[config.mk]
export PLATFORM = sky130hd
export DESIGN_NAME = vga_console
export DESIGN_NICKNAME = d
export VERILOG_FILES = /design/src/rtl/vga_console.sv
export SDC_FILE = /design/constraint.sdc
export NUM_CORES = 1
export LEC_CHECK = 0
export CORE_MARGIN = 3
export CORE_UTILIZATION = 52
export DETAILED_ROUTE_END_ITERATION = 10
export PLACE_DENSITY = 0.77
export SYNTH_ARGS = -nofsm -noshare
export SYNTH_HDL_FRONTEND = slang
export SYNTH_SLANG_ARGS = --single-unit
[constraint.sdc]
create_clock -name clk -period 3.25 [get_ports clk]
set_input_delay 0.8125 -clock clk [delete_from_list [all_inputs] [get_ports clk]]
set_output_delay 0.8125 -clock clk [all_outputs]
set_load 0.005 [all_outputs]
[src/rtl/vga_console.sv]
// Byte-stream text console driving the VGA character buffer write port.
// Define VGA_CONSOLE_CLEAR_ON_RESET_EN to blank the whole buffer after every reset.
module vga_console #(
  parameter  int CHAR_ROWS = 12,
  parameter  int CHAR_COLS = 8,
  localparam int COLS      = 640 / CHAR_COLS,
  localparam int ROWS      = 480 / CHAR_ROWS,
  localparam int AW        = $clog2(COLS * ROWS),
  localparam int CW        = $clog2(COLS),
  localparam int RW        = $clog2(ROWS)
) (
  input  logic          clk,
  input  logic          rst_n,
  input  logic          in_valid,
  output logic          in_ready,
  input  logic [7:0]    in_data,
  output logic          buf_we,
  output logic [AW-1:0] buf_addr,
  output logic [6:0]    buf_data,
  output logic [CW-1:0] cursor_col,
  output logic [RW-1:0] cursor_row
);

  typedef enum logic [1:0] {IDLE, CLR_LINE, CLR_ALL} state_t;

`ifdef VGA_CONSOLE_CLEAR_ON_RESET_EN
  localparam state_t RST_STATE = CLR_ALL;
`else
  localparam state_t RST_STATE = IDLE;
`endif

  localparam logic [AW-1:0] COLS_A    = AW'(COLS);
  localparam logic [AW-1:0] LINE_LAST = AW'(COLS - 1);
  localparam logic [AW-1:0] ALL_LAST  = AW'(COLS * ROWS - 1);
  localparam logic [CW-1:0] COL_LAST  = CW'(COLS - 1);
  localparam logic [RW-1:0] ROW_LAST  = RW'(ROWS - 1);
  localparam logic [6:0]    SPACE     = 7'h20;

  state_t        state, state_nx;
  logic [AW-1:0] cnt, cnt_nx;
  logic [CW-1:0] col_nx, col_dec;
  logic [RW-1:0] row_nx, row_inc;
  logic [AW-1:0] row_base, inc_base, addr_nx;
  logic [6:0]    data_nx;
  logic          we_nx, printable;

  assign in_ready  = (state == IDLE);
  assign row_inc   = (cursor_row == ROW_LAST) ? '0 : cursor_row + RW'(1);
  assign col_dec   = cursor_col - CW'(1);
  assign row_base  = AW'(cursor_row) * COLS_A;
  assign inc_base  = AW'(row_inc) * COLS_A;
  assign printable = (in_data >= 8'h20) && (in_data <= 8'h7e);

  always_ff @(posedge clk or negedge rst_n) begin
    if (!rst_n) begin
      state      <= RST_STATE;
      cnt        <= '0;
      buf_we     <= 1'b0;
      buf_addr   <= '0;
      buf_data   <= '0;
      cursor_col <= '0;
      cursor_row <= '0;
    end else begin
      state      <= state_nx;
      cnt        <= cnt_nx;
      buf_we     <= we_nx;
      buf_addr   <= addr_nx;
      buf_data   <= data_nx;
      cursor_col <= col_nx;
      cursor_row <= row_nx;
    end
  end

  always_comb begin
    state_nx = state;
    cnt_nx   = cnt;
    we_nx    = 1'b0;
    addr_nx  = buf_addr;
    data_nx  = buf_data;
    col_nx   = cursor_col;
    row_nx   = cursor_row;
    unique case (state)
      IDLE: begin
        if (in_valid) begin
          if (printable) begin
            we_nx   = 1'b1;
            addr_nx = row_base + AW'(cursor_col);
            data_nx = in_data[6:0];
            if (cursor_col == COL_LAST) begin
              // character lands on the old row; the new row is blanked next
              col_nx   = '0;
              row_nx   = row_inc;
              cnt_nx   = '0;
              state_nx = CLR_LINE;
            end else begin
              col_nx = cursor_col + CW'(1);
            end
          end else begin
            case (in_data)
              8'h0a: begin
                // first blank of the new row goes out with the accept itself
                col_nx   = '0;
                row_nx   = row_inc;
                we_nx    = 1'b1;
                addr_nx  = inc_base;
                data_nx  = SPACE;
                cnt_nx   = AW'(1);
                state_nx = CLR_LINE;
              end
              8'h0d: col_nx = '0;
              8'h08: begin
                if (cursor_col != '0) begin
                  col_nx  = col_dec;
                  we_nx   = 1'b1;
                  addr_nx = row_base + AW'(col_dec);
                  data_nx = SPACE;
                end
              end
              8'h0c: begin
                col_nx   = '0;
                row_nx   = '0;
                we_nx    = 1'b1;
                addr_nx  = '0;
                data_nx  = SPACE;
                cnt_nx   = AW'(1);
                state_nx = CLR_ALL;
              end
              default: ;
            endcase
          end
        end
      end
      CLR_LINE: begin
        we_nx   = 1'b1;
        addr_nx = row_base + cnt;
        data_nx = SPACE;
        cnt_nx  = cnt + AW'(1);
        if (cnt == LINE_LAST) state_nx = IDLE;
      end
      CLR_ALL: begin
        we_nx   = 1'b1;
        addr_nx = cnt;
        data_nx = SPACE;
        cnt_nx  = cnt + AW'(1);
        if (cnt == ALL_LAST) state_nx = IDLE;
      end
      default: state_nx = IDLE;
    endcase
  end

endmodule

# == Yosys cells after proc, flatten, opt, wreduce, memory -nomap -nowiden ==
# Index checks and enable logic that the tools add are counted.
# totals
register_bits,47
latch_bits,0
ramBits,0
mem_bits_ro,0
inputBits,11
output_inout_bits,34
memories,0
# classes
addsub,7
multipliers,2
div_mod_pow,0
magnitude_cmp,2
eq_ne,21
shift,0
n_mux,35
bitwise,0
reduce_logical,16
# ops
cell,count
2-to-1 mux 12 bit,7
case mux 12 bit (3 select lines),2
2-to-1 mux 7 bit,6
case mux 7 bit (2 select lines),3
"equality test 8 x 4 -> 1 bit, second input constant",4
adder 12 x 7 -> 12 bit,2
case mux 12 bit (2 select lines),1
AND reduction 4 bit,5
2-to-1 mux 6 bit,3
"multiplier 6 x 3 -> 8 bit, second input constant",2
"adder 12 x 1 -> 12 bit, second input constant",1
adder 12 bit,1
"equality test 12 bit, second input constant",1
"equality test 12 x 7 -> 1 bit, second input constant",1
case mux 6 bit (2 select lines),1
2-to-1 mux 2 bit,5
nonzero test 3 bit,3
"greater-or-equal comparator 8 x 6 -> 1 bit, second input constant",1
"<= comparator 8 x 7 -> 1 bit, second input constant",1
"adder 7 x 1 -> 7 bit, second input constant",1
"equality test 7 bit, second input constant",1
nonzero test 7 bit,1
"subtractor 7 x 1 -> 7 bit, second input constant",1
"adder 6 x 1 -> 6 bit, second input constant",1
other kinds (21),28

# == Logic depth before layout (Yosys ltp) ==
# Gate-level depths: netlist (run 1).
# depth
ltp_word,7
depth_mapped,14
mapped_depth_nobuf,14

# == Worst setup path after synthesis (run 1) ==
# OpenSTA, ideal clock, no wires.
# synth_timing
path_kind,flip-flop to flip-flop
start,register cursor_col[0]
end,register buf_addr[8]
setup_time_ps,121
arrival_ps,3146
slack_ps,-17
stages_incl_launch_ff,15
cell_sequence,dfrtp_1 inv_1 ha_1 inv_1 or3_1 xnor2_1 ha_1 inv_1 fa_1 or3_1 a211o_1 a31oi_1 xnor2_1 o21ai_0 a22o_1
# synth_via
elab_chain_len,7
# synth_lines
item,line,rtl
"start, declared",20,"output logic [CW-1:0] cursor_col,"
"start signal, assigned",69,cursor_col <= col_nx;
subtractor 7 x 1 -> 7 bit,49,assign col_dec = cursor_col - CW'(1);
adder 12 x 7 -> 12 bit,115,addr_nx = row_base + AW'(col_dec);
2-to-1 mux 12 bit,112,if (cursor_col != '0) begin
case mux 12 bit (3 select lines),99,case (in_data)
2-to-1 mux 12 bit,85,if (printable) begin
2-to-1 mux 12 bit,84,if (in_valid) begin
case mux 12 bit (3 select lines),82,unique case (state)
"end signal, assigned",67,buf_addr <= addr_nx;
"end, declared",18,"output logic [AW-1:0] buf_addr,"
# Parallel ways exist; a longest one is shown, timed or not. The select of a mux whose other input is x is not followed.
# A chain may end at the register's enable or synchronous reset.

# == Worst setup path after layout (run 1) ==
# Ends and elaborated chain as after synthesis.

==> results.toml, run 1 <==
[routing]
firstDrtPassIters = 5
viasPerCell = 6.351
via_count = 4420
antenna_violating_nets_post_route = 0
drcViolationCount = 0
detail_route.wl_per_cell_um = 18.69
first_iter_violations = 396
detail_route.wirelength_mm = 13.01

[logic_synthesis]
synth_warnings = 0
postSynthNetCount = 564
synthFlopType = "sky130_fd_sc_hd__dfrtp_1"
synth.yosys.seq_area_share_pct = 27.79
synth_cell_types = 62
syn_avg_cell_area_um2 = 8.300
async_reset_ff_share_pct = 100.0
synthCells = 510
synth-edff-count = 0
synth.cell_area_um2 = 4233
synth_seq_cells = 47

[setup_path]
critPathKind = "reg2reg"
cp.arrival_ps = 3410
crit-reg2reg-capture = "buf_addr[8]"
rr_startpoint = "cursor_col[0]"
worst_setup_path_end_kind = "flop"
reg2reg_slack_ps = 40
cp_data_required_time_ps = 3450
worst-path-max-fanout = 2
r2r_cells = 14
startpoint_type = "flop"

[timing]
max_clock_skew_ps = 7.760
final.setup.worst_slack_ps = 39.21
final_max_slew_viol_count = 0
totalNegativeSetupSlack_ps = 0
timing.final.crit_period_ps = 3211
slew-limit-headroom_pct = 25.98
grt_setup_unrepaired = "true"
timing_worst_slew_pin_value_ps = 1110
final_hold_fails = 0
max_clock_freq_mhz = 311.5
final-setup-viol-count = 0
timing.final.crit_share_pct = 98.79

[power_and_ir_drop]
power.ir.vdd_worst_mv = 0.3648
p_per_area_nw_per_um2 = 693.4
power.static_leakage_nw = 2.377
total_power_mw = 3.691

[global_routing]
grt_first_pass_wirelength_mm = 20.61
grt_util_met1_pct = 38.94
grt_start_max_net_pins = 48
global_route.usage.met3_pct = 4.066
global_route.peak_usage_layer = "met2"
gr-usage-met2_pct = 47.50
antenna_found_initial = 0
groute.usage.overall_pct = 28.75
grt_overflow_total = 0
grt_pass1_vias = 4207

[die]
design.die.area_um2 = 9258
design.portCount = 45
die_h_um = 96.22
chipWidth_um = 96.22
core_region_area_um2 = 7807
floorplan.initialDensity_pct = 54.21
row_count = 32

[clock_tree]
clk_pin_slew_ps = 100
tritoncts = "yes"
max-clock-path-buffers = 2
cts-buffers-inserted = 5
buffer_type_at_the_clock_tree_root = "sky130_fd_sc_hd__clkbuf_8"
holdBufCountCts = 0
numClockSinks = 47
htreeDepth = 2
insertion_delay_ps = 310

[placement]
place.gp.congestion = 0.9352
placement.io_buffers = 44
total_half_perimeter_wirelength_after_legalization_and_detailed_placement_mm = 10.01
pre_cts_ws_ps = -240.5

[cells_and_area]
final_common_cell = "sky130_fd_sc_hd__buf_4"
nNetsFinal = 648
num_antenna_cells = 0
layout-area-overhead-vs-synth_pct = 25.75
most-common-layout-cells = "sky130_fd_sc_hd__buf_4, sky130_fd_sc_hd__nand2_1, sky130_fd_sc_hd__dfrtp_1"
post_route_cells_drive_above_1_share_pct = 17.34

[hold_path]
min_to = "buf_data[2]"
worstHoldPathCells = 2
holdCritPathClass = "reg2reg"
hold_path_startpoint = "buf_data[2]"

[outcome]
run_status = "completed"

[job]
number_of_maximum_capacitance_constraint_violations = 0
## final cells by class
| class | instances | area (µm²) |
|---|---|---|
| Multi-Input combinational cell | 409 | 2919 |
| Fill cell | 667 | 2485 |
| Sequential cell | 47 | 1179 |
| Timing Repair Buffer | 105 | 893.4 |
| Tap cell | 102 | 127.6 |
| Inverter | 26 | 97.59 |
| Clock buffer | 5 | 68.82 |
| Clock inverter | 2 | 37.54 |
## where the power goes
part           switching, mW  internal (mW)  leakage, nW
registers              0.250          0.813        0.607
logic                   1.12           1.06         1.72
clock network          0.218          0.225       0.0502
## cells in the mapped netlist, drive strengths merged (3+ instances only)
master   count  share of area, %
nand2       55               5.1
dfrtp       47                28
ha          38                11
o21ai       36               4.3
a21oi       34               4.0
nor2        28               2.5
inv         26               2.3
nand3       23               2.7
clkbuf      21               1.9
xnor2       13               2.7
and3        11               1.6
nor3        10               1.2
o31ai       10               1.8
xor2         9               1.9
nand3b       8               1.4
o221ai       8               1.7
a21o         7               1.2
a221oi       7               1.4
buf          7              0.95
nor4         7               1.2
o21bai       6               1.1
or3          6              0.89
or4          6               1.2
a22o         5               1.0
a31oi        5              0.74
and2         5              0.74
fa           5               2.4
nand2b       5              0.74
nor3b        5              0.89
o211ai       5              0.89
o22ai        5              0.74
a211o        4              0.83
a211oi       4              0.83
nand4        4              0.59
or2          4              0.59
a2111oi      3              0.62
mux2         3              0.80
o21a         3              0.53
o31a         3              0.62
## routing by layer
layer | routed length [µm] | part of all wire, %
met5 | 0 | 0
met3 | 984 | 7.6
met4 | 289 | 2.2
met1 | 5525 | 42
met2 | 6208 | 48
## kinds of logic after synthesis
kind of cell    share of synthesized area, %
xor+xnor                               5.084
compound gates                         24.74
buf+inv                                5.114
fa+ha+maj                              13.60
flops                                  27.79
simple gates                           22.64
mux                                    1.035
## metrics by stage
stage / instances / utilization [%] / cell area [µm²] / hold WS [ps]
6_report: 696 / 68.17 / 5323 / 480.9
5_1_grt: 696 / 68.17 / 5323 / 508.7
4_1_cts: 691 / 66.94 / 5226 / 490.3
3_5_place_dp: 683 / 65.22 / 5092 / 468.7
3_3_place_gp: 683 / 65.22 / 5092 / 461.6
2_1_floorplan: 510 / - / 4235 / 472.6
## how the worst max path moves through the flow
stage                     depth (start not counted)            to  slack (ps)           from
after floorplan                                  14   buf_addr[8]          50  cursor_col[0]
after global placement                            7        cnt[9]        -140     in_data[4]
after detailed placement                          7        cnt[9]        -240     in_data[4]
after CTS                                        14  buf_addr[11]          30  cursor_row[1]
after global routing                             14   buf_addr[8]         -90  cursor_col[0]
final                                            14   buf_addr[8]          40  cursor_col[0]
## critical path, cell delays in order, from the launching register on
cell and delay (ps):
sky130_fd_sc_hd__dfrtp_1 410, sky130_fd_sc_hd__inv_2 90, sky130_fd_sc_hd__ha_4 140, sky130_fd_sc_hd__inv_2 30, sky130_fd_sc_hd__or3_4 350, sky130_fd_sc_hd__xnor2_4 150
sky130_fd_sc_hd__ha_2 210, sky130_fd_sc_hd__inv_2 40, sky130_fd_sc_hd__fa_2 330, sky130_fd_sc_hd__or3_1 330, sky130_fd_sc_hd__a211o_1 350, sky130_fd_sc_hd__a31oi_2 220
sky130_fd_sc_hd__xnor2_1 160, sky130_fd_sc_hd__o21ai_2 110, sky130_fd_sc_hd__a22o_1 190
## sequential cells by signal, summed over array words and instances (netlist names)
register and cells:
buf_data 7, buf_addr 12, state 2, buf_we 1, cursor_row 6, cursor_col 7, cnt 12
## repair_timing
action                                  CTS  global route
pin swaps                                 2             9
hold endpoints to repair                  0             0
buffers inserted                          1             5
resized for setup                         5            17
endpoints found under the setup margin    1            12
No activity file was read; power rests on OpenSTA's default activity.
==> inputs of run 2 (changes only) <==
Settings changed: ABC_AREA set to 1, CORE_UTILIZATION 52 to 30, HOLD_SLACK_MARGIN set to 0.15, PLACE_DENSITY 0.77 to unset.
==> run 2 against run 1 <==
  * Combinational power up 56%
  * Critical path type unchanged
  * Clock skew increased by 2.2 ps
  * Clock-buffer cell count is the same
  * Largest power group unchanged
  * Final area is 5.1% lower
  * Clock power up 33%
  * Die area up 65%
  * Area after synthesis shrank 1.8%
==> results.toml, run 2 <==
[routing]
detail_route.wl_per_cell_um = 14.81
first_iter_violations = 240
via_count = 4098
antenna_violating_nets_post_route = 0
firstDrtPassIters = 4
viasPerCell = 5.059
drcViolationCount = 0
detail_route.wirelength_mm = 11.99

[global_routing]
grt_overflow_total = 0
grt_start_max_net_pins = 27
grt_first_pass_wirelength_mm = 20.31
groute.usage.overall_pct = 16.63
antenna_found_initial = 0
grt_pass1_vias = 4089

[cells_and_area]
num_antenna_cells = 0
ff_latch_area_um2 = 1176
layout-area-overhead-vs-synth_pct = 21.49
most-common-layout-cells = "sky130_fd_sc_hd__nand2_1, sky130_fd_sc_hd__inv_1, sky130_fd_sc_hd__o21ai_0, sky130_fd_sc_hd__dfrtp_1, sky130_fd_sc_hd__nand3_1"
multi_input_combinational_cell_area_um2 = 2685
nNetsFinal = 688
post_route_cells_drive_above_1_share_pct = 9.464
fill_cells = 1410
final_common_cell = "sky130_fd_sc_hd__nand2_1"
reg.largest.list = "buf_addr (12), cnt (12)"
final_core_utilization_pct = 37.69

[die]
floorplan.initialDensity_pct = 31.03
core_region_area_um2 = 13400
row_count = 42
design.portCount = 45
chipWidth_um = 123.7
die_h_um = 123.7
design.die.area_um2 = 15310

[logic_synthesis]
synth.cell_area_um2 = 4158
synthCells = 581
synth.yosys.seq_area_share_pct = 28.29
synth-edff-count = 0
syn_avg_cell_area_um2 = 7.156
synth_top_area_cell = "sky130_fd_sc_hd__dfrtp_1"
synth_warnings = 0
synthFlopType = "sky130_fd_sc_hd__dfrtp_1"
synth.most_common_cell = "sky130_fd_sc_hd__nand2_1"
synth_cell_types = 40
synth_seq_cells = 47
post_synth_main_area_contributors = "sky130_fd_sc_hd__dfrtp_1, sky130_fd_sc_hd__nand2_1, sky130_fd_sc_hd__ha_1, sky130_fd_sc_hd__inv_1, sky130_fd_sc_hd__o21ai_0"
async_reset_ff_share_pct = 100.0
postSynthNetCount = 635
synth_largest_type_area_fraction_pct = 28.29
synth.top_cells.by_count = "sky130_fd_sc_hd__nand2_1, sky130_fd_sc_hd__inv_1, sky130_fd_sc_hd__dfrtp_1, sky130_fd_sc_hd__o21ai_0, sky130_fd_sc_hd__nand3_1"

[power_and_ir_drop]
power.static_leakage_nw = 2.345
p_per_area_nw_per_um2 = 989.8
power.ir.vdd_worst_mv = 0.3988

[timing]
max_clock_freq_mhz = 335.0
timing.final.crit_period_ps = 2985
timing_worst_slew_pin_value_ps = 563.6
final.setup.worst_slack_ps = 265.3
totalNegativeSetupSlack_ps = 0
final_hold_fails = 0
fin_hold_ws_ps = 479.9
final_max_slew_viol_count = 0
slew-limit-headroom_pct = 62.20
final-setup-viol-count = 0
timing.final.crit_share_pct = 91.84
max_clock_skew_ps = 9.951

[placement]
total_half_perimeter_wirelength_after_legalization_and_detailed_placement_mm = 9.548
pre_cts_ws_ps = 65.70
place.gp.congestion = 0.9658
placement.io_buffers = 44

[clock_tree]
buffer_type_at_the_clock_tree_root = "sky130_fd_sc_hd__clkbuf_16"
max-clock-path-buffers = 2
htreeDepth = 2
tritoncts = "yes"
cts-buffers-inserted = 5
numClockSinks = 47
holdBufCountCts = 0
insertion_delay_ps = 300
clk_pin_slew_ps = 70

[setup_path]
worst_path_cell_trace = "buf_4 -> ha_1 -> ha_1 -> fa_1 -> xor2_2 -> ha_1 -> nand2_1 -> o21ai_0 -> a21oi_1 -> a21o_1 -> nand3_1 -> a21oi_1 -> nand2_1 -> nand2_1"
startpoint_type = "flop"
critical-path-max-stage-delay_ps = 430
worst-path-max-fanout = 3
cp_data_required_time_ps = 3480
cp.arrival_ps = 3220
worst_setup_path_end_kind = "flop"
worst_path_max_delay_cell = "sky130_fd_sc_hd__fa_1"
critPathKind = "reg2reg"

[job]
number_of_maximum_capacitance_constraint_violations = 0

[hold_path]
holdCritPathClass = "in2async"

[outcome]
run_status = "completed"
==> run 2: changes by cell type in the layout (fill, tap and decap cells not counted), sizes merged, moves of 7 or more <==
| cell | delta |
|---|---|
| o21ai | +14 |
| and3 | -11 |
| nand3b | -7 |
| nor2 | +18 |
| a221oi | -7 |
| nand2 | +103 |
| inv | +42 |
| nand3 | +23 |
| buf | -46 |
| xor2 | +10 |
| xnor2 | -9 |
==> run 2: path summary, 6_finish.rpt <==
path	startpoint	end	slack, ps	cells after the start
max in group asynchronous	rst_n	cnt[10]	2010	2
min	rst_n	buf_addr[7]	480	1
max	cursor_row[1]	buf_addr[11]	270	14
min reg2reg	buf_data[5]	buf_data[5]	480	2
max reg2reg	cursor_row[1]	buf_addr[11]	270	14
min in group clk	buf_data[5]	buf_data[5]	480	2
==> run 2: power by group <==
| part | leakage, nW | total, mW | internal (mW) | switching [mW] |
|---|---|---|---|---|
| logic | 1.66 | 3.40 | 1.37 | 2.03 |
| clock network | 0.0759 | 0.592 | 0.359 | 0.233 |
| registers | 0.609 | 1.01 | 0.791 | 0.216 |
| total | 2.34 | 5.00 | 2.52 | 2.48 |
==> run 2: what timing repair did <==
item,CTS,global route
setup endpoints to repair,0,1
gates resized for setup,0,13
setup buffers,0,2
==> run 2: cell families (layout without fill, tap and decap cells) <==
logic type      count (synthesis)  in the layout  share of synthesized area, %
simple gates                  271            271                         27.93
compound gates                115            115                         16.94
buf+inv                        82            135                         8.155
flops                          47             47                         28.29
fa+ha+maj                      43             43                         13.84
xor+xnor                       23             23                         4.845
==> run 2: final cells by class <==
cell class | instances | area share (%)
Clock inverter | 2 | 0.7431
Timing Repair Buffer | 59 | 10.85
Inverter | 69 | 5.128
Tap cell | 176 | 4.360
Multi-Input combinational cell | 452 | 53.16
Sequential cell | 47 | 23.28
Clock buffer | 5 | 2.477
==> run 2: routing by layer <==
| metal | global-route usage, % | vias to the layer above | wire length [µm] |
|---|---|---|---|
| met5 | 0 | - | 0 |
| met4 | 6.090 | 0 | 242 |
| met3 | 2.271 | 14 | 520 |
| met2 | 26.50 | 109 | 5421 |
| met1 | 22.97 | 1933 | 5809 |
| li1 | - | 2042 | - |
==> run 2: critical path, delay by kind of cell, from the launching register on <==
family / cells / cell delay, ps
adder cells (fa/ha/maj): 4 / 1270
AO/OA/AOI/OAI: 4 / 550
flip-flops: 1 / 400
XOR/XNOR: 1 / 280
AND/OR/NAND/NOR: 4 / 280
buffers and inverters: 1 / 150
==> run 2: metrics by stage <==
stage | cell area (µm²) | std cells | total power, mW
after floorplan | 4158 | 581 | 3.150
after global placement | 4831 | 801 | 4.260
after detailed placement | 4831 | 801 | 4.307
after CTS | 4994 | 808 | 4.935
after global routing | 5051 | 810 | 5.520
final | 5051 | 810 | 5.000
==> inputs of run 3 (changes only) <==
Settings changed: CORE_MARGIN 3 to unset.
==> run 3 against run 2 <==
  * Combinational power fell by 4%
  * Sequential power about the same
  * Worst hold slack gained 4.8 ps
  * Clock skew down 5.1 ps
  * Die area decreased by 6.4%
  * Routed wire length decreased by 0.39%
  * Register-to-register slack got worse by 40 ps
  * Maximum frequency down 1.2%
  * Sequential share of layout area is 0.12 points higher
  * Largest power group unchanged
==> results.toml, run 3 (synthesis results as in run 2) <==
[outcome]
run_status = "completed"

[placement]
numPlacedInstances = 803
placement.io_buffers = 44
place.gp.congestion = 0.8887
total_half_perimeter_wirelength_after_legalization_and_detailed_placement_mm = 9.422

[timing]
final_max_slew_viol_count = 0
timing_worst_slew_pin_value_ps = 603.2
max_clock_freq_mhz = 331.1
timing.final.crit_period_ps = 3020
slew-limit-headroom_pct = 59.74
final_hold_fails = 0
max_clock_skew_ps = 4.893
timing.final.crit_share_pct = 92.92
fin_hold_ws_ps = 484.8
final-setup-viol-count = 0

[setup_path]
startpoint_type = "flop"
worst-path-max-fanout = 3
critPathKind = "reg2reg"
cp.arrival_ps = 3220
cp_data_required_time_ps = 3450
worst_setup_path_end_kind = "flop"

[clock_tree]
buffer_type_at_the_clock_tree_root = "sky130_fd_sc_hd__clkbuf_16"
insertion_delay_ps = 300
numClockSinks = 47
max-clock-path-buffers = 2
holdBufCountCts = 0
tritoncts = "yes"
cts-buffers-inserted = 5
htreeDepth = 2
clk_pin_slew_ps = 70

[hold_path]
holdCritPathClass = "reg2reg"

[cells_and_area]
multi_input_combinational_cell_area_um2 = 2659
fill_cells = 1432
layout-area-overhead-vs-synth_pct = 20.85
final_core_utilization_pct = 37.50
final_cells = 812
final_common_cell = "sky130_fd_sc_hd__nand2_1"
num_antenna_cells = 0
ff_latch_area_um2 = 1176
most-common-layout-cells = "sky130_fd_sc_hd__nand2_1, sky130_fd_sc_hd__inv_1, sky130_fd_sc_hd__o21ai_0, sky130_fd_sc_hd__dfrtp_1, sky130_fd_sc_hd__nand3_1"
nNetsFinal = 689
reg.largest.list = "buf_addr (12), cnt (12)"
post_route_cells_drive_above_1_share_pct = 8.491

[routing]
first_iter_violations = 238
drcViolationCount = 0
via_count = 4066
detail_route.wirelength_mm = 11.95
viasPerCell = 5.007
antenna_violating_nets_post_route = 0
detail_route.wl_per_cell_um = 14.71
firstDrtPassIters = 5

[global_routing]
antenna_found_initial = 0
grt_pass1_vias = 4024
grt_first_pass_wirelength_mm = 20.07
groute.usage.overall_pct = 17.80
grt_overflow_total = 0
grt_start_max_net_pins = 26

[power_and_ir_drop]
power.static_leakage_nw = 2.350
power.ir.vdd_worst_mv = 0.3369
p_per_area_nw_per_um2 = 963.9

[die]
die_h_um = 119.7
design.die.area_um2 = 14330
design.portCount = 45
chipWidth_um = 119.7
core_region_area_um2 = 13400
floorplan.initialDensity_pct = 31.03
row_count = 42

[job]
number_of_maximum_capacitance_constraint_violations = 0
==> run 3: final timing paths <==
path,cells past startpoint,slack (ps),start,endpoint
max in group asynchronous,2,2000,rst_n,buf_addr[10]
min in group asynchronous,1,510,rst_n,cursor_col[4]
worst min-delay path,2,480,buf_data[5],buf_data[5]
worst max register to register,20,230,cursor_row[1],buf_addr[11]
worst max-delay path,20,230,cursor_row[1],buf_addr[11]
worst min register to register,2,480,buf_data[5],buf_data[5]
==> run 3: repair_timing <==
action                                  in CTS  in global routing
endpoints found under the setup margin       0                  1
gates resized for setup                      0                  5
buffers inserted                             0                  1
==> run 3: critical path: stages, from the launching register on <==
cell and delay [ps]:
sky130_fd_sc_hd__dfrtp_1 370, sky130_fd_sc_hd__ha_1 180, sky130_fd_sc_hd__nand2_1 50, sky130_fd_sc_hd__inv_1 100
sky130_fd_sc_hd__nand4_1 170, sky130_fd_sc_hd__nand2_2 140, sky130_fd_sc_hd__nor2_4 50, sky130_fd_sc_hd__ha_1 300
sky130_fd_sc_hd__ha_1 240, sky130_fd_sc_hd__fa_2 350, sky130_fd_sc_hd__nand2_1 60, sky130_fd_sc_hd__inv_1 50
sky130_fd_sc_hd__or2_2 280, sky130_fd_sc_hd__a21oi_2 150, sky130_fd_sc_hd__nand2_1 70, sky130_fd_sc_hd__nand2_1 50
sky130_fd_sc_hd__o21ai_0 70, sky130_fd_sc_hd__nand2_1 70, sky130_fd_sc_hd__nand3_1 70, sky130_fd_sc_hd__nand2_1 70
sky130_fd_sc_hd__nand2_1 40
==> run 3: cell type report <==
type | instances | share of cell area [%]
tap | 176 | 4.382
multi-input combinational | 452 | 52.91
sequential | 47 | 23.41
inverter | 69 | 5.154
clock buffer | 6 | 2.764
clock inverter | 2 | 0.3237
timing repair buffer | 60 | 11.06
==> run 3: report_power, final <==
part / leakage (nW) / switching, mW / internal [mW]
clock network: 0.0731 / 0.247 / 0.308
registers: 0.609 / 0.218 / 0.791
logic: 1.67 / 1.95 / 1.33
==> run 3: metrics by stage <==
step	area [µm²]	worst slack, ps	setup TNS (ps)	power (mW)
finish	5025	230.0	0	4.844
global route	5025	-10.06	-10.06	5.372
CTS	5001	61.61	0	4.842
detailed placement	4846	76.91	0	4.252
global placement	4846	70.57	0	4.243
floorplan	4158	296.4	0	3.150
==> run 3: routing by layer <==
metal	track usage [%]	share of wire, %	vias up
li1	-	-	2046
met1	24.29	48	1901
met2	28.72	46	112
met3	3.422	5.2	7
met4	4.531	1.1	0
met5	0	0	-
==> variant 1 (flow settings as in run 1) <==
Set the parameter `CHAR_ROWS` to 11 (it was 12).
--- a/src/rtl/vga_console.sv
+++ b/src/rtl/vga_console.sv
@@ -3,3 +3,3 @@
 module vga_console #(
-  parameter  int CHAR_ROWS = 12,
+  parameter  int CHAR_ROWS = 11,
   parameter  int CHAR_COLS = 8,
Formal check against the unedited RTL: no difference found for any inputs over 4 cycles, from zero or initial values and one cycle with rst_n low; that may be too few to reach the edited logic, so the function may still have changed.
==> variant 1 against run 1 <==
Fmax rose by 2.7%. Setup slack improved by 0.084 ns. Cell area fell by 3.8%. Area after synthesis fell by 0.44%. Wire length fell by 6.0%. Sequential cell count did not move.
Power is not compared: it rests on default switching activity, and its combinational part moved more than twofold at a synthesized area within 25%.
==> variant 1: results (changes against run 1) <==
[synth]
ys_warn_count=0  ; unchanged
yosys-top-cells-area=dfrtp_1, ha_1, o21ai_0, nand2_1, a21oi_1
synth-xor-area-share_pct=5.31  ; +0.23 points
synth_cell_types=70  ; +13%
synth.net_count=564  ; unchanged
synthTopCellsByCount=nand2_1, o21ai_0, dfrtp_1, ha_1
muxShareOfSynthArea_pct=2.14  ; +1.1 points
synth_compound_area_share_pct=24.4  ; -0.31 points
synth_fa_ha_area_share_pct=14.0  ; +0.36 points

[worst_hold_path]
worstHoldStart=buf_data[6]
min_to=buf_data[6]
hold_path_class=flip-flop to flip-flop
hold_depth=2  ; unchanged

[timing]
tightest_slew_ns=1.08  ; -0.0302 ns
hold_slack_ns=0.488  ; +0.00691 ns
fin_worst_skew_ns=0.00694  ; -0.000823 ns

[placed_design]
place_ws_ns=0.0193  ; +0.260 ns
gp_routability_congestion=0.962  ; +2.9%
dp_hpwl_um=9190  ; -8.2%

[cells_and_area]
fillCellCount=670  ; +0.45%
drive_above_1_share_pct=12.5  ; -4.9 points

[clock_tree]
cts_made_buffers=5  ; unchanged
h-tree-depth=2  ; unchanged

[setup_path]
cpPeakStageDelay_ns=0.48  ; +0.07 ns
path_delay_family=adder cells
rr_startpoint=cursor_row[2]
worstReg2RegEnd=buf_addr[11]
rrSetupSlack_ns=0.12  ; +0.08 ns
reg2reg_depth=11  ; -3
worst-path-max-fanout=7  ; +5

[routing]
viasPerCell=6.23  ; -1.9%
drtIter0Drc=386  ; -2.5%
drt_wl_total_um=12200  ; -6.0%

[global_route]
grt.total_usage_pct=27.8  ; -0.97 points
grt_pass1_vias=3961  ; -5.8%
grt_pass1_wl_um=19900  ; -3.4%

[run_status]
status=completed

-- variant 1: cell types whose count changed in the layout (fill, tap and decap cells not counted), moves of 5 or more --
cell	change
a221oi_1	-6
a31oi_1	+8
buf_4	-20
nand2_1	+11
nor2b_1	+5
nor4_1	-5
o21ai_0	+17
o21bai_1	-6
o221ai_1	-8
o31ai_1	-7
xnor2_1	+5
-- variant 1: worst max path at each step --
| stage | startpoint | depth (start not counted) | endpoint | slack, ns |
|---|---|---|---|---|
| floorplan | cursor_row[0] | 13 | buf_addr[11] | 0.10 |
| global placement | in_data[5] | 7 | buf_addr[7] | 0.02 |
| detailed placement | in_data[5] | 7 | buf_addr[7] | 0.02 |
| global route | cursor_row[2] | 11 | buf_addr[11] | 0.001 |
| CTS | cursor_row[0] | 13 | buf_addr[11] | 0.02 |
| finish | cursor_row[2] | 11 | buf_addr[11] | 0.12 |
-- variant 1: power breakdown --
part	total (mW)	internal, mW	switching, mW	leakage [nW]
logic	0.646	0.366	0.281	1.70
clock network	0.461	0.232	0.228	0.0548
registers	0.874	0.704	0.170	0.563
-- variant 1: what timing repair did --
action | 4_1_cts | 5_1_grt
endpoints found under the setup margin | 0 | 3
resized for setup | 0 | 7
endpoints found under the hold margin | 0 | 0
setup buffers | 0 | 1
-- variant 1: routing by layer --
| layer | wire length, µm | vias to the layer above | part of all wire, % | track usage [%] |
|---|---|---|---|---|
| li1 | - | 2002 | - | - |
| met1 | 5370 | 1999 | 44 | 38.4 |
| met2 | 5700 | 193 | 47 | 44.5 |
| met3 | 802 | 35 | 6.6 | 4.30 |
| met4 | 361 | 0 | 3.0 | 8.89 |
| met5 | 0 | - | 0 | 0 |
-- variant 1: per-stage QoR --
stage                     power (mW)  util (%)  std cells  cell area [µm²]
after global routing            2.11      65.6        679             5120
after CTS                       1.98      65.3        678             5090
after global placement          1.50      63.8        670             4980
after floorplan                 1.22         -        509             4210
final                           1.98      65.6        679             5120
after detailed placement        1.52      63.8        670             4980
-- variant 1: final cells by class --
cell class | instances | area, µm² | share of cell area [%]
well taps | 102 | 128 | 2.49
flip-flops and latches | 47 | 1180 | 23.0
inverters | 18 | 67.6 | 1.32
repair buffers | 86 | 763 | 14.9
multi-input cells | 418 | 2870 | 56.0
clock inverters | 3 | 46.3 | 0.904
clock buffers | 5 | 68.8 | 1.34
-- variant 1: worst register-to-register path, cell delays in order, from the launching register on --
cell,delay [ns]
dfrtp_1,0.48
ha_1,0.39
ha_1,0.31
a21o_1,0.16
a21oi_1,0.18
xnor2_1,0.18
ha_1,0.25
or4_1,0.41
o22ai_1,0.18
xnor2_1,0.15
nand4_1,0.15
a32oi_1,0.21
==> variant 2 (flow settings as in run 1) <==
Without the edit above. Re-encode `state_t` (3 states) as one-hot, 3 bits wide.
--- a/src/rtl/vga_console.sv
+++ b/src/rtl/vga_console.sv
@@ -23,3 +23,3 @@
 
-  typedef enum logic [1:0] {IDLE, CLR_LINE, CLR_ALL} state_t;
+  typedef enum logic [2:0] {IDLE = 3'b001, CLR_LINE = 3'b010, CLR_ALL = 3'b100} state_t;
 
Function: same outputs for any inputs over 4 cycles, from zero or initial values and one cycle with rst_n low; so few cycles prove little.
==> variant 2 against run 1 <==
First-iteration DRC count shrank 34%. Wire length down 17%. Setup slack better by 0.15 ns. Global-route usage is 3.2 points lower. Power down 2.0%. Area after synthesis down 6.9%. Sequential cell count rose by 1. Cell area shrank 11%. Largest power group unchanged. Highest routed layer unchanged.
==> variant 2: results (changes against run 1) <==
[run_status]
status=completed

[synth]
synthTopCellsByCount=dfrtp_1, nand2_1, nor2_1, ha_1, o21ai_0
ys_seq_area_share_pct=30.5  ; +2.7 points
synth-xor-area-share_pct=9.53  ; +4.4 points
yosys-top-cells-area=dfrtp_1, ha_1, xnor2_1, nand2_1, o21ai_0
synth_fa_ha_area_share_pct=13.3  ; -0.26 points
muxShareOfSynthArea_pct=0.286  ; -0.75 points
synth.avg_cell_area_um2=8.71  ; +5.0%
synth_cell_types=63  ; +1.6%
synth.net_count=502  ; -11%
synth_top_family_by_area=simple AND/OR/NAND/NOR gates
synth_compound_area_share_pct=21.1  ; -3.6 points

[global_route]
grt.total_usage_pct=25.6  ; -3.2 points
grt_max_degree=26  ; -46%
grt_pass1_wl_um=17700  ; -14%
grt_pass1_vias=3682  ; -12%

[routing]
wl_per_cell_um=17.7  ; -5.3%
drtIter0Drc=261  ; -34%
vias=3803  ; -14%

[power]
clockPowerShare_pct=10.0  ; -2.0 points
comb_power_share_pct=64.3  ; +5.1 points
ir_drop_v=0.000602  ; +65%
report.power.total_mw=3.62  ; -2.0%
leakagePower_nw=2.14  ; -9.9%

[setup_path]
path_delay_family=adder cells
crit_arrival_ns=3.30  ; -0.11 ns
worst-path-max-fanout=4  ; +2
cpPeakStageDelay_ns=0.44  ; +0.03 ns

[clock_tree]
cts_setup_buffers=0  ; -1
ctsResizeCount=0  ; -5

[timing]
fin_worst_skew_ns=0.0152  ; +0.00749 ns
maxSlewHeadroom_pct=43.2  ; +17 points

[cells_and_area]
nets=564  ; -13%
drive_above_1_share_pct=10.7  ; -6.6 points

[worst_hold_path]
hold_path_class=input port to async pin

[placed_design]
gp_routability_congestion=0.903  ; -3.5%
dpl-instance-area_mm2=0.00464  ; -8.9%
dp_cells=606  ; -11%
dp_hpwl_um=8350  ; -17%

## variant 2: changes by cell type in the layout (fill, tap and decap cells not counted), sizes merged, moves of 5 or more
cell / run 1 / this run
o221ai: 8 / 0
inv: 26 / 16
xor2: 9 / 14
a21oi: 34 / 22
nor2: 28 / 36
o21bai: 6 / 0
xnor2: 13 / 21
nand3b: 8 / 1
a221oi: 7 / 1
buf: 62 / 31
nand2: 55 / 42
## variant 2: cell families (layout without fill, tap and decap cells)
| family | Yosys count | count (layout) |
|---|---|---|
| AO/OA/AOI/OAI | 124 | 124 |
| XOR/XNOR | 38 | 38 |
| adder cells (fa/ha/maj) | 39 | 39 |
| buffers and inverters | 35 | 97 |
| flip-flops | 48 | 48 |
| multiplexers | 1 | 1 |
| AND/OR/NAND/NOR | 167 | 167 |
## variant 2: final cells by class
type	count	area, µm²
Timing Repair Buffer	74	661
Inverter	16	60.1
Clock buffer	5	68.8
Multi-Input combinational cell	369	2620
Fill cell	644	2550
Tap cell	99	124
Sequential cell	48	1200
Clock inverter	2	12.5
## variant 2: worst paths after layout
kind / cells past startpoint / slack, ns / startpoint / endpoint
max in group asynchronous: 2 / 2.02 / rst_n / cnt[0]
worst max register to register: 12 / 0.19 / cursor_row[1] / buf_addr[11]
min in group clk: 2 / 0.48 / buf_data[0] / buf_data[0]
worst min register to register: 2 / 0.48 / buf_data[0] / buf_data[0]
worst min-delay path: 1 / 0.48 / rst_n / buf_addr[4]
worst max-delay path: 12 / 0.19 / cursor_row[1] / buf_addr[11]
## variant 2: per-layer routing
layer / share of wire [%] / global-route usage, % / routed length, µm / up-vias
li1: - / - / - / 1798
met1: 44 / 36.1 / 4800 / 1851
met2: 47 / 41.5 / 5140 / 138
met3: 6.9 / 3.70 / 749 / 16
met4: 1.4 / 6.23 / 151 / 0
met5: 0 / 0 / 0 / -
